`config.mk`:
```
export PLATFORM = sky130hd
export DESIGN_NAME = apb_mem_responder
export DESIGN_NICKNAME = d
export VERILOG_FILES = /design/src/rtl/apb_mem_pkg.sv /design/src/rtl/apb_mem_timeout.sv /design/src/rtl/apb_mem_responder.sv
export SDC_FILE = /design/constraint.sdc
export NUM_CORES = 1
export LEC_CHECK = 0
export ABC_CLOCK_PERIOD_IN_PS = 2850
export BUFFER_PORTS_ARGS = -buffer_cell sky130_fd_sc_hd__buf_2
export CAP_MARGIN = 5
export CORE_MARGIN = 1.5
export CORE_UTILIZATION = 48
export DETAILED_ROUTE_END_ITERATION = 8
export GPL_ROUTABILITY_DRIVEN = 0
export PLACE_DENSITY = 0.78
export SETUP_SLACK_MARGIN = 0.15
export SKIP_LAST_GASP = 1
export SYNTH_ARGS = -nofsm -noshare
export SYNTH_HDL_FRONTEND = slang
export SYNTH_HIERARCHICAL = 1
export SYNTH_SLANG_ARGS = --single-unit
export TNS_END_PERCENT = 100
```
`constraint.sdc`:
```
create_clock -name clk -period 2.85 [get_ports clk]
set_input_delay 0.57 -clock clk [delete_from_list [all_inputs] [get_ports clk]]
set_output_delay 0.57 -clock clk [all_outputs]
set_load 0.02 [all_outputs]
```
`src/rtl/apb_mem_pkg.sv`:
```
// Shared types and defaults for the APB-to-memory responder and its helpers.
package apb_mem_pkg;

  typedef enum logic [1:0] {
    IDLE    = 2'd0,
    MEM_REQ = 2'd1,
    RESP    = 2'd2
  } state_e;

  localparam int unsigned ADDR_W_DEF    = 32'd8;
  localparam int unsigned DATA_W_DEF    = 32'd8;
  localparam int unsigned MEM_DEPTH_DEF = 32'd256;
  localparam int unsigned TIMEOUT_DEF   = 32'd16;

  function automatic logic addr_in_range(input logic [31:0] a, input int unsigned depth);
    return (a < depth);
  endfunction

endpackage

```
`src/rtl/apb_mem_timeout.sv`:
```
// Clearable saturating down-counter; expired is high once the loaded budget is used up.
module apb_mem_timeout
  import apb_mem_pkg::*;
#(
  parameter int unsigned TIMEOUT = TIMEOUT_DEF
) (
  input  logic clk,
  input  logic rst_n,
  input  logic clr,
  input  logic load,
  input  logic en,
  output logic expired
);

  localparam int unsigned     CNT_W    = $clog2(TIMEOUT + 32'd1);
  localparam logic [CNT_W-1:0] LOAD_VAL = CNT_W'(TIMEOUT - 32'd1);

  logic [CNT_W-1:0] count_r;

  // Remaining-cycle counter: clear wins over load, load wins over decrement.
  always_ff @(posedge clk or negedge rst_n) begin
    if (!rst_n) begin
      count_r <= {CNT_W{1'b0}};
    end else if (clr) begin
      count_r <= {CNT_W{1'b0}};
    end else if (load) begin
      count_r <= LOAD_VAL;
    end else if (en && (count_r != {CNT_W{1'b0}})) begin
      count_r <= count_r - CNT_W'(1);
    end else begin
      count_r <= count_r;
    end
  end

  assign expired = (count_r == {CNT_W{1'b0}});

endmodule

```
`src/rtl/apb_mem_responder.sv`:
```
// APB responder bridging APB transfers onto a single-port memory handshake,
// holding pready low until the memory answers and flagging bad accesses with pslverr.
module apb_mem_responder
  import apb_mem_pkg::*;
#(
  parameter int unsigned ADDR_W    = ADDR_W_DEF,
  parameter int unsigned DATA_W    = DATA_W_DEF,
  parameter int unsigned MEM_DEPTH = MEM_DEPTH_DEF,
  parameter int unsigned TIMEOUT   = TIMEOUT_DEF
) (
  input  logic              clk,
  input  logic              resetn,
  input  logic [ADDR_W-1:0] paddr,
  input  logic              pwrite,
  input  logic              psel,
  input  logic              penable,
  input  logic [DATA_W-1:0] pwdata,
  output logic [DATA_W-1:0] prdata,
  output logic              pready,
  output logic              pslverr,
  output logic              cs,
  output logic              we,
  output logic              re,
  output logic [ADDR_W-1:0] addr,
  output logic [DATA_W-1:0] data_in,
  input  logic [DATA_W-1:0] data_out,
  input  logic              ready
);

  state_e state_r, state_nxt_s;

  logic [DATA_W-1:0] prdata_r,  prdata_nxt_s;
  logic              pready_r,  pready_nxt_s;
  logic              pslverr_r, pslverr_nxt_s;
  logic              cs_r,      cs_nxt_s;
  logic              we_r,      we_nxt_s;
  logic              re_r,      re_nxt_s;
  logic [ADDR_W-1:0] addr_r,    addr_nxt_s;
  logic [DATA_W-1:0] din_r,     din_nxt_s;
  logic              wr_r,      wr_nxt_s;

  logic tmr_clr_s, tmr_load_s, tmr_en_s, tmr_expired_s;
  logic in_range_s;

  assign in_range_s = addr_in_range(32'(paddr), MEM_DEPTH);

  apb_mem_timeout #(
    .TIMEOUT (TIMEOUT)
  ) u_timeout (
    .clk     (clk),
    .rst_n   (resetn),
    .clr     (tmr_clr_s),
    .load    (tmr_load_s),
    .en      (tmr_en_s),
    .expired (tmr_expired_s)
  );

  // FSM state register.
  always_ff @(posedge clk or negedge resetn) begin
    if (!resetn) begin
      state_r <= IDLE;
    end else begin
      state_r <= state_nxt_s;
    end
  end

  // Next state and next values of every registered output.
  always_comb begin
    state_nxt_s   = state_r;
    prdata_nxt_s  = prdata_r;
    pready_nxt_s  = 1'b0;
    pslverr_nxt_s = 1'b0;
    cs_nxt_s      = cs_r;
    we_nxt_s      = we_r;
    re_nxt_s      = re_r;
    addr_nxt_s    = addr_r;
    din_nxt_s     = din_r;
    wr_nxt_s      = wr_r;
    tmr_clr_s     = 1'b0;
    tmr_load_s    = 1'b0;
    tmr_en_s      = 1'b0;

    case (state_r)
      IDLE: begin
        if (psel && !penable) begin
          wr_nxt_s = pwrite;
          if (in_range_s) begin
            state_nxt_s = MEM_REQ;
            cs_nxt_s    = 1'b1;
            we_nxt_s    = pwrite;
            re_nxt_s    = ~pwrite;
            addr_nxt_s  = paddr;
            din_nxt_s   = pwdata;
            tmr_load_s  = 1'b1;
          end else begin
            // Out-of-range: answer immediately, leave the memory port alone.
            state_nxt_s   = RESP;
            pready_nxt_s  = 1'b1;
            pslverr_nxt_s = 1'b1;
            prdata_nxt_s  = {DATA_W{1'b0}};
          end
        end else begin
          state_nxt_s = IDLE;
        end
      end

      MEM_REQ: begin
        if (!psel) begin
          state_nxt_s = IDLE;
          cs_nxt_s    = 1'b0;
          we_nxt_s    = 1'b0;
          re_nxt_s    = 1'b0;
          tmr_clr_s   = 1'b1;
        end else if (ready) begin
          // A ready in the expiry cycle still counts as a normal completion.
          state_nxt_s  = RESP;
          cs_nxt_s     = 1'b0;
          we_nxt_s     = 1'b0;
          re_nxt_s     = 1'b0;
          pready_nxt_s = 1'b1;
          if (!wr_r) begin
            prdata_nxt_s = data_out;
          end else begin
            prdata_nxt_s = prdata_r;
          end
        end else if (tmr_expired_s) begin
          state_nxt_s   = RESP;
          cs_nxt_s      = 1'b0;
          we_nxt_s      = 1'b0;
          re_nxt_s      = 1'b0;
          pready_nxt_s  = 1'b1;
          pslverr_nxt_s = 1'b1;
          prdata_nxt_s  = {DATA_W{1'b0}};
        end else begin
          tmr_en_s = 1'b1;
        end
      end

      RESP: begin
        state_nxt_s = IDLE;
        tmr_clr_s   = 1'b1;
      end

      default: begin
        state_nxt_s = IDLE;
        cs_nxt_s    = 1'b0;
        we_nxt_s    = 1'b0;
        re_nxt_s    = 1'b0;
        tmr_clr_s   = 1'b1;
      end
    endcase
  end

  // Output and transfer-context registers.
  always_ff @(posedge clk or negedge resetn) begin
    if (!resetn) begin
      prdata_r  <= {DATA_W{1'b0}};
      pready_r  <= 1'b0;
      pslverr_r <= 1'b0;
      cs_r      <= 1'b0;
      we_r      <= 1'b0;
      re_r      <= 1'b0;
      addr_r    <= {ADDR_W{1'b0}};
      din_r     <= {DATA_W{1'b0}};
      wr_r      <= 1'b0;
    end else begin
      prdata_r  <= prdata_nxt_s;
      pready_r  <= pready_nxt_s;
      pslverr_r <= pslverr_nxt_s;
      cs_r      <= cs_nxt_s;
      we_r      <= we_nxt_s;
      re_r      <= re_nxt_s;
      addr_r    <= addr_nxt_s;
      din_r     <= din_nxt_s;
      wr_r      <= wr_nxt_s;
    end
  end

  assign prdata  = prdata_r;
  assign pready  = pready_r;
  assign pslverr = pslverr_r;
  assign cs      = cs_r;
  assign we      = we_r;
  assign re      = re_r;
  assign addr    = addr_r;
  assign data_in = din_r;

endmodule

```
==> flow_metrics.py, run 1 <==
metrics = {
    "detailed_routing": {
        "top_layer": "met4",
        "drc": 0,
        "dr.pass1.iters": 4,
        "wl_mm": 3.012,
        "drt_iter0_markers": 39,
        "routedWlPerCell_um": 11.72,
        "antenna_left": 0,
        "wl_met3_um": 249,
        "viasPerCell": 4.981,
        "met1Wirelength_mm": 1.486,
        "num_vias": 1280,
        "wl_met2_mm": 1.234,
    },
    "cells_and_area": {
        "fillCellCount": 274,
        "n_antenna_cell": 0,
        "seq_area_um2": 925.9,
        "layout-drive-gt1-share_pct": 31.92,
        "final_util_pct": 62.04,
        "finalNetCount": 243,
        "multi_input_area_um2": 594.3,
        "area_growth_pct": 20.42,
        "final_area_um2": 1941,
    },
    "synth": {
        "yosysUniqueCellTypes": 31,
        "synthTopCellsByCount": "nand2_1 (55), dfrtp_1 (37), a21bo_1 (8), nand4_1 (8)",
        "async_reset_ff_share_pct": 100.0,
        "yosys.area.top_type": "dfrtp_1",
        "syn_area_um2": 1612,
        "synth_nets": 185,
        "yosysWarnings": 6,
        "yosys-top-cells-area": "dfrtp_1 (57%), nand2_1 (13%), a21bo_1 (5.0%)",
        "synth_edf_count": 0,
        "syn_area_per_cell_um2": 10.46,
        "yosysMostFrequentCell": "nand2_1",
        "synth_top_area_share_pct": 57.45,
        "ys_seq_area_share_pct": 57.45,
        "synth_cells": 154,
        "synthFlopType": "dfrtp_1",
        "ys_seq_elements": 37,
    },
    "cts": {
        "clkTransAtPathRegs_ns": 0.10,
        "cts_buffer_depth": 2,
        "cts_hold_buf": 0,
        "cts_max_level": 2,
        "cts_tree": "built",
        "cts_setup_buffers": 0,
        "clock_latency_ns": 0.33,
        "root_buffer": "clkbuf_4",
        "clock_sinks": 37,
        "ctsResizeCount": 0,
        "numCtsBuffers": 5,
    },
    "floorplan": {
        "start_util_pct": 51.52,
        "die_x_um": 60.94,
        "rows": 20,
        "core_region_area_um2": 3128,
        "ios": 59,
        "die_h_um": 60.94,
        "die-area_um2": 3714,
    },
    "timing": {
        "slew_headroom_pct": 48.14,
        "fin_crit_ns": 2.455,
        "finalMaxSlewViolations": 0,
        "setup_violations": 0,
        "final_hold_viol_count": 0,
        "finalCritPeriodShare_pct": 86.12,
        "fin_skew_ns": 0.004383,
        "tightest_slew_ns": 0.7779,
        "finalSetupTns_ns": 0,
        "grt_setup_unrepaired": "false",
        "fmax_mhz": 407.4,
    },
    "global_routing": {
        "grt_max_degree": 38,
        "antenna_found_initial": 0,
        "grt_use_total_pct": 18.35,
        "grt_pass1_vias": 1088,
        "grt_pass1_wl_mm": 4.899,
        "overflow": 0,
    },
    "critical_path": {
        "r2r-start": "u_timeout/count_r[0]",
        "worst_setup_path_end_kind": "flip-flop",
        "critPathLaunch": "u_timeout/count_r[0]",
        "worstPathRequired_ns": 3.11,
        "reg2regPathDepth": 8,
        "arrival_ns": 2.71,
        "criticalPathCategory": "reg -> reg",
        "startpoint_type": "flip-flop",
        "rrSetupSlack_ns": 0.40,
        "reg2reg_to": "u_timeout/count_r[3]",
        "crit_fanout": 8,
    },
    "power": {
        "peakVddDrop_uv": 394.0,
        "power_density_nw_per_um2": 762.2,
        "leakagePower_nw": 1.090,
        "power_mw": 1.479,
    },
    "placement": {
        "port_buffers": 58,
        "placed_area_um2": 1892,
        "place_hpwl_mm": 2.200,
    },
    "flow_run": {
        "drv_cap": 0,
    },
    "outcome": {
        "status": "finished clean",
    },
    "hold_path": {
        "worstHoldPathType": "in -> async",
    },
}
[kinds of logic after synthesis]
logic type / count (synthesis) / share of synthesized area (%)
AND/OR/NAND/NOR: 83 / 25.31
flip-flops: 37 / 57.45
AO/OA/AOI/OAI: 21 / 10.79
buffers and inverters: 12 / 5.667
adder cells (fa/ha/maj): 1 / 0.7763
[final cells by class]
class,instances,area share (%)
Multi-Input combinational cell,105,30.63
Clock buffer,8,2.515
Inverter,5,1.354
Sequential cell,37,47.71
Timing Repair Buffer,58,14.96
Tap cell,44,2.837
[critical path: stages, from the launching register on]
cell and delay [ns]:
dfrtp_1 0.39, inv_1 0.07, ha_1 0.22, nor4b_4 0.16, or2_2 0.34, nor2_1 0.26
or4b_1 0.48, or3_1 0.32, a21oi_1 0.14
[sequential cells by signal (all words and copies together) (netlist names)]
| signal | cells |
|---|---|
| wr_r | 1 |
| prdata | 8 |
| cs | 1 |
| re | 1 |
| we | 1 |
| addr | 8 |
| state_r | 2 |
| pready | 1 |
| data_in | 8 |
| pslverr | 1 |
| u_timeout/count_r | 5 |
[report_power, final]
part	switching [mW]	leakage [nW]	internal, mW
registers	0.0818	0.465	0.654
logic	0.299	0.598	0.195
clock network	0.151	0.0265	0.0983
total	0.532	1.09	0.947
[placed cells by master, fill, tap and decap left out, types with 2 or more instances in the layout]
cell       Yosys  layout
o21ai_1        3       3
dfrtp_1       37      37
a2111oi_1      2       2
nand2_1       55      55
or3_1          2       2
a21bo_1        8       8
clkbuf_1       3       3
and2_1         2       2
buf_2          0      58
inv_1          4       4
nor2_1         4       4
nor3_1         2       2
clkbuf_4       0       5
a21oi_1        4       4
nand4_1        8       8
[worst max-delay path by stage]
stage	endpoint	slack [ns]	cells after the start
6_report	u_timeout/count_r[3]	0.40	8
5_1_grt	u_timeout/count_r[3]	0.22	8
4_1_cts	u_timeout/count_r[3]	0.40	8
3_5_place_dp	u_timeout/count_r[3]	0.44	8
3_3_place_gp	u_timeout/count_r[3]	0.50	8
2_1_floorplan	u_timeout/count_r[3]	0.62	8
[stage by stage]
| stage | cells | worst slack, ns | hold slack [ns] |
|---|---|---|---|
| 6_report | 257 | 0.3955 | 0.3085 |
| 5_1_grt | 257 | 0.2228 | 0.3580 |
| 4_1_cts | 257 | 0.4030 | 0.3267 |
| 3_5_place_dp | 249 | 0.4387 | 0.4584 |
| 3_3_place_gp | 249 | 0.5027 | 0.4521 |
| 2_1_floorplan | 154 | 0.6173 | 0.2744 |
[per-layer routing]
metal / vias to the layer above / track usage (%)
li1: 642 / -
met1: 581 / 23.63
met5: - / 0
met2: 51 / 27.96
met4: 0 / 6.522
met3: 6 / 7.676
(Power assumes the default switching activity.)
==> run 2, diff against run 1 <==
--- a/config.mk
+++ b/config.mk
@@ -8,7 +8,6 @@
 export ABC_CLOCK_PERIOD_IN_PS = 2850
 export BUFFER_PORTS_ARGS = -buffer_cell sky130_fd_sc_hd__buf_2
 export CAP_MARGIN = 5
-export CORE_MARGIN = 1.5
 export CORE_UTILIZATION = 48
 export DETAILED_ROUTE_END_ITERATION = 8
 export GPL_ROUTABILITY_DRIVEN = 0
==> run 2 against run 1 <==
  * Final cell count is 0.39% lower
  * Flip-flop and latch count unchanged
  * Hold slack got worse by 0.0071 ns
  * First-iteration DRC count is the same
  * Global-route usage is 0.20 points higher
  * Combinational power shrank 2%
  * Via count down 0.94%
  * Sequential share of layout area shrank 0.15 points
  * Total power rose by 0.73%
  * Sequential power hardly changed
  * Highest routed layer unchanged
==> flow_metrics.py, run 2 (same netlist as run 1, synthesis figures left out) <==
metrics = {
    "critical_path": {
        "crit_chain": "inv_1 -> ha_1 -> nor4b_4 -> or2_2 -> nor2_1 -> or4b_1 -> or3_1 -> a21oi_1",
        "criticalPathCategory": "reg -> reg",
        "worst_setup_path_end_kind": "flip-flop",
        "cpPeakStageDelay_ns": 0.49,
        "critical_path.top_delay_family": "simple AND/OR/NAND/NOR gates",
        "crit_fanout": 8,
        "critical_path_buf_inv_count": 1,
        "slowest_stage": "or4b_1",
        "worstPathRequired_ns": 3.11,
        "startpoint_type": "flip-flop",
        "arrival_ns": 2.71,
    },
    "floorplan": {
        "die_h_um": 59.94,
        "start_util_pct": 51.52,
        "rows": 20,
        "core_region_area_um2": 3128,
        "die_x_um": 59.94,
        "ios": 59,
        "die-area_um2": 3593,
    },
    "cts": {
        "clock_latency_ns": 0.34,
        "cts_max_level": 2,
        "cts_buffer_depth": 2,
        "cts_hold_buf": 0,
        "clkTransAtPathRegs_ns": 0.10,
        "cts_tree": "built",
        "root_buffer": "clkbuf_4",
        "clock_sinks": 37,
        "cts_setup_buffers": 0,
        "ctsResizeCount": 0,
        "numCtsBuffers": 5,
    },
    "cells_and_area": {
        "fillCellCount": 281,
        "finalNetCount": 243,
        "layout_common_cells": "buf_2 (58), nand2_1 (55), dfrtp_1 (37)",
        "n_antenna_cell": 0,
        "fin_cells": 256,
        "layout-drive-gt1-share_pct": 32.55,
        "final_common_cell": "buf_2",
        "area_growth_pct": 20.81,
    },
    "detailed_routing": {
        "routedWlPerCell_um": 11.51,
        "top_layer": "met4",
        "drt_iter0_markers": 39,
        "wl_mm": 2.947,
        "drc": 0,
        "met1Wirelength_mm": 1.399,
        "viasPerCell": 4.953,
        "wl_met3_um": 210,
        "wl_met2_mm": 1.291,
        "num_vias": 1268,
        "dr.pass1.iters": 4,
        "antenna_left": 0,
    },
    "hold_path": {
        "worstHoldPathType": "in -> async",
    },
    "timing": {
        "slew_headroom_pct": 48.85,
        "fin_crit_ns": 2.443,
        "finalCritPeriodShare_pct": 85.71,
        "finalSetupTns_ns": 0,
        "fmax_mhz": 409.4,
        "finalMaxSlewViolations": 0,
        "tightest_slew_ns": 0.7673,
        "grt_setup_unrepaired": "false",
        "final_hold_viol_count": 0,
        "fin_skew_ns": 0.008436,
        "setup_violations": 0,
    },
    "placement": {
        "place_inst": 249,
        "port_buffers": 58,
        "place_hpwl_mm": 2.088,
    },
    "global_routing": {
        "grt_use_total_pct": 18.55,
        "antenna_found_initial": 0,
        "grt_pass1_wl_mm": 4.705,
        "grt_max_degree": 38,
        "grt_pass1_vias": 1059,
        "overflow": 0,
    },
    "outcome": {
        "status": "finished clean",
    },
    "power": {
        "peakVddDrop_uv": 383.6,
        "power_density_nw_per_um2": 765.3,
        "leakagePower_nw": 1.095,
    },
    "flow_run": {
        "drv_cap": 0,
    },
}
[run 2: cell count changes in the layout (fill, tap and decap cells not counted)]
cell,delta
clkbuf_8,+1
clkbuf_1,-2
[run 2: power breakdown]
group	total, mW	leakage, nW	internal (mW)	switching, mW
combinational	0.485	0.598	0.193	0.293
sequential	0.738	0.465	0.654	0.0841
clock	0.266	0.0314	0.116	0.150
total	1.49	1.09	0.963	0.527
[run 2: layout make-up]
type / instances / area [um2] / area share [%]
sequential: 37 / 925.9 / 47.56
multi-input combinational: 105 / 594.3 / 30.53
inverter: 5 / 26.28 / 1.350
tap: 44 / 55.05 / 2.828
timing repair buffer: 58 / 290.3 / 14.91
clock buffer: 7 / 55.05 / 2.828
[run 2: worst paths after layout]
| check | startpoint | end | slack (ns) | cells past startpoint |
|---|---|---|---|---|
| worst min-delay path | resetn | state_r[0] | 0.30 | 1 |
| min in group clk | pwdata[2] | data_in[2] | 0.41 | 3 |
| worst max-delay path | u_timeout/count_r[0] | u_timeout/count_r[3] | 0.41 | 8 |
| max in group asynchronous | resetn | data_in[0] | 2.06 | 1 |
| worst max register to register | u_timeout/count_r[0] | u_timeout/count_r[3] | 0.41 | 8 |
| worst min register to register | addr[6] | addr[6] | 0.48 | 2 |
[run 2: layer usage]
layer  track usage [%]  vias up
met5                 0        -
met1             23.14      574
met4             7.973        0
met2             28.73       51
li1                  -      637
met3             7.143        6
[run 2: worst reg2reg max path: cells and delay by family (launching register included)]
kind | cells | cell delay [ns]
simple gates | 5 | 1.57
flops | 1 | 0.39
fa+ha+maj | 1 | 0.21
compound gates | 1 | 0.13
buf+inv | 1 | 0.08
[run 2: per-stage QoR]
| step | power [mW] | hold WS, ns | cell area (um2) | worst slack, ns | util [%] |
|---|---|---|---|---|---|
| 3_5_place_dp | 1.239 | 0.4569 | 1892 | 0.4183 | 60.48 |
| 3_3_place_gp | 1.228 | 0.4519 | 1892 | 0.5080 | 60.48 |
| 6_report | 1.490 | 0.3015 | 1947 | 0.4071 | 62.24 |
| 4_1_cts | 1.512 | 0.3197 | 1947 | 0.4087 | 62.24 |
| 2_1_floorplan | 1.073 | 0.2744 | 1612 | 0.6173 | - |
| 5_1_grt | 1.599 | 0.3442 | 1947 | 0.2464 | 62.24 |
==> run 3, diff against run 2 <==
--- a/config.mk
+++ b/config.mk
@@ -6,12 +6,12 @@
 export NUM_CORES = 1
 export LEC_CHECK = 0
 export ABC_CLOCK_PERIOD_IN_PS = 2850
-export BUFFER_PORTS_ARGS = -buffer_cell sky130_fd_sc_hd__buf_2
 export CAP_MARGIN = 5
-export CORE_UTILIZATION = 48
+export CORE_UTILIZATION = 53
 export DETAILED_ROUTE_END_ITERATION = 8
+export DONT_BUFFER_PORTS = 1
 export GPL_ROUTABILITY_DRIVEN = 0
-export PLACE_DENSITY = 0.78
+export PLACE_DENSITY = 0.68
 export SETUP_SLACK_MARGIN = 0.15
 export SKIP_LAST_GASP = 1
 export SYNTH_ARGS = -nofsm -noshare
==> run 3 against run 2 <==
  * The flow now finishes with violations (DRC)
  * Critical path type unchanged
  * Clock skew fell by 0.0028 ns
  * Final cell count decreased by 27%
  * Total power is 6.6% lower
  * First-iteration DRC count is 33% lower
  * Register-to-register slack worse by 0.05 ns
  * Clock power is essentially flat
  * Largest cell class unchanged
  * Sequential share of layout area increased by 8.2 points
==> flow_metrics.py, run 3 (same netlist as run 1, synthesis figures left out) <==
metrics = {
    "timing": {
        "finalMaxSlewViolations": 0,
        "final_hold_viol_count": 0,
        "fin_skew_ns": 0.005601,
        "grt_setup_unrepaired": "false",
        "fmax_mhz": 401.9,
        "fin_crit_ns": 2.488,
        "finalCritPeriodShare_pct": 87.31,
        "tightest_slew_ns": 0.3917,
        "finalSetupTns_ns": 0,
        "slew_headroom_pct": 73.78,
        "setup_violations": 0,
    },
    "critical_path": {
        "r2r-start": "u_timeout/count_r[0]",
        "crit_fanout": 8,
        "arrival_ns": 2.75,
        "critical_path.top_delay_family": "simple AND/OR/NAND/NOR gates",
        "worstPathRequired_ns": 3.12,
        "reg2regPathDepth": 8,
        "critical_path_buf_inv_count": 1,
        "crit_chain": "inv_1 -> ha_1 -> nor4b_4 -> or2_2 -> nor2_1 -> or4b_1 -> or3_1 -> a21oi_1",
        "worst_setup_path_end_kind": "flip-flop",
        "criticalPathCategory": "reg -> reg",
        "cpPeakStageDelay_ns": 0.49,
        "rrSetupSlack_ns": 0.36,
        "slowest_stage": "or4b_1",
        "reg2reg_to": "u_timeout/count_r[3]",
        "startpoint_type": "flip-flop",
    },
    "cts": {
        "clkTransAtPathRegs_ns": 0.11,
        "root_buffer": "clkbuf_4",
        "clock_latency_ns": 0.33,
        "cts_tree": "built",
        "cts_buffer_depth": 2,
        "ctsResizeCount": 0,
        "cts_max_level": 2,
        "clock_sinks": 37,
        "cts_setup_buffers": 0,
        "numCtsBuffers": 5,
    },
    "detailed_routing": {
        "routedWlPerCell_um": 15.57,
        "antenna_left": 0,
        "num_vias": 1081,
        "dr.pass1.iters": 9,
        "drt_iter0_markers": 26,
        "viasPerCell": 5.781,
        "drc": 10,
        "wl_mm": 2.911,
    },
    "floorplan": {
        "die_h_um": 57.14,
        "start_util_pct": 56.97,
        "core_region_area_um2": 2829,
        "die_x_um": 57.14,
        "ios": 59,
        "die-area_um2": 3265,
        "rows": 19,
    },
    "hold_path": {
        "worstHoldPathType": "in -> async",
    },
    "cells_and_area": {
        "layout_common_cells": "nand2_1 (55), dfrtp_1 (37), nand4_1 (8), a21bo_1 (8), clkbuf_4 (5)",
        "finalNetCount": 186,
        "fin_cells": 187,
        "final_common_cell": "nand2_1",
        "layout-drive-gt1-share_pct": 8.974,
        "area_growth_pct": 3.028,
        "fillCellCount": 245,
        "n_antenna_cell": 0,
    },
    "global_routing": {
        "grt_pass1_wl_mm": 4.629,
        "antenna_found_initial": 0,
        "grt_pass1_vias": 1062,
        "grt_max_degree": 38,
        "grt_use_total_pct": 18.96,
        "overflow": 0,
    },
    "placement": {
        "place_inst": 178,
        "place_hpwl_mm": 2.050,
        "port_buffers": 0,
    },
    "flow_run": {
        "drv_cap": 0,
    },
    "power": {
        "power_density_nw_per_um2": 838.3,
        "leakagePower_nw": 0.8574,
        "peakVddDrop_uv": 402.4,
    },
    "outcome": {
        "status": "complete, but fails checks",
        "violations": "DRC",
    },
}
run 3: cell count changes in the layout (fill, tap and decap cells not counted), sizes merged:
cell,previous run,this run
clkinv,0,2
clkbuf,7,5
clkinvlp,0,1
buf,58,1
run 3: power breakdown:
group | switching (mW) | total [mW] | internal, mW
Clock | 0.171 | 0.264 | 0.0930
Sequential | 0.234 | 0.888 | 0.654
Combinational | 0.125 | 0.241 | 0.115
Total | 0.530 | 1.39 | 0.862
run 3: final cells by class:
cell class              instances  area, um2  share of cell area (%)
flip-flops and latches         37      925.9                   55.76
multi-input cells             105      594.3                   35.80
well taps                      31      38.79                   2.336
clock buffers                   5      37.54                   2.261
inverters                       5      26.28                   1.583
repair buffers                  1      20.02                   1.206
clock inverters                 3      17.52                   1.055
run 3: worst max path at each step:
| stage | start | to | slack (ns) | cells after the start |
|---|---|---|---|---|
| 2_1_floorplan | u_timeout/count_r[0] | u_timeout/count_r[3] | 0.62 | 8 |
| 3_3_place_gp | u_timeout/count_r[0] | u_timeout/count_r[3] | 0.54 | 8 |
| 3_5_place_dp | u_timeout/count_r[0] | u_timeout/count_r[3] | 0.38 | 8 |
| 4_1_cts | u_timeout/count_r[0] | u_timeout/count_r[3] | 0.39 | 8 |
| 5_1_grt | u_timeout/count_r[0] | u_timeout/count_r[3] | 0.22 | 8 |
| 6_report | u_timeout/count_r[0] | u_timeout/count_r[3] | 0.36 | 8 |
run 3: what timing repair did:
| action | in CTS | in global routing |
|---|---|---|
| setup endpoints to repair | 0 | 0 |
| endpoints found under the hold margin | 37 | 0 |
| hold buffers | 1 | 0 |
run 3: metal layers:
| layer | global-route usage [%] | wire (um) | vias up |
|---|---|---|---|
| met5 | 0 | 0 | - |
| met3 | 8.390 | 243 | 2 |
| met4 | 7.317 | 12 | 0 |
| met1 | 20.30 | 1218 | 512 |
| li1 | - | - | 522 |
| met2 | 32.94 | 1436 | 45 |
run 3: stage by stage:
step / hold WS (ns) / utilization (%) / area [um2] / setup WS [ns] / total power, mW
final: 0.05122 / 58.69 / 1660 / 0.3616 / 1.392
after global placement: 0.2751 / 56.04 / 1585 / 0.5393 / 1.102
after CTS: 0.03942 / 58.69 / 1660 / 0.3863 / 1.409
after floorplan: 0.2744 / - / 1612 / 0.6173 / 1.073
after detailed placement: 0.2751 / 56.04 / 1585 / 0.3838 / 1.130
after global routing: 0.03188 / 58.69 / 1660 / 0.2187 / 1.476
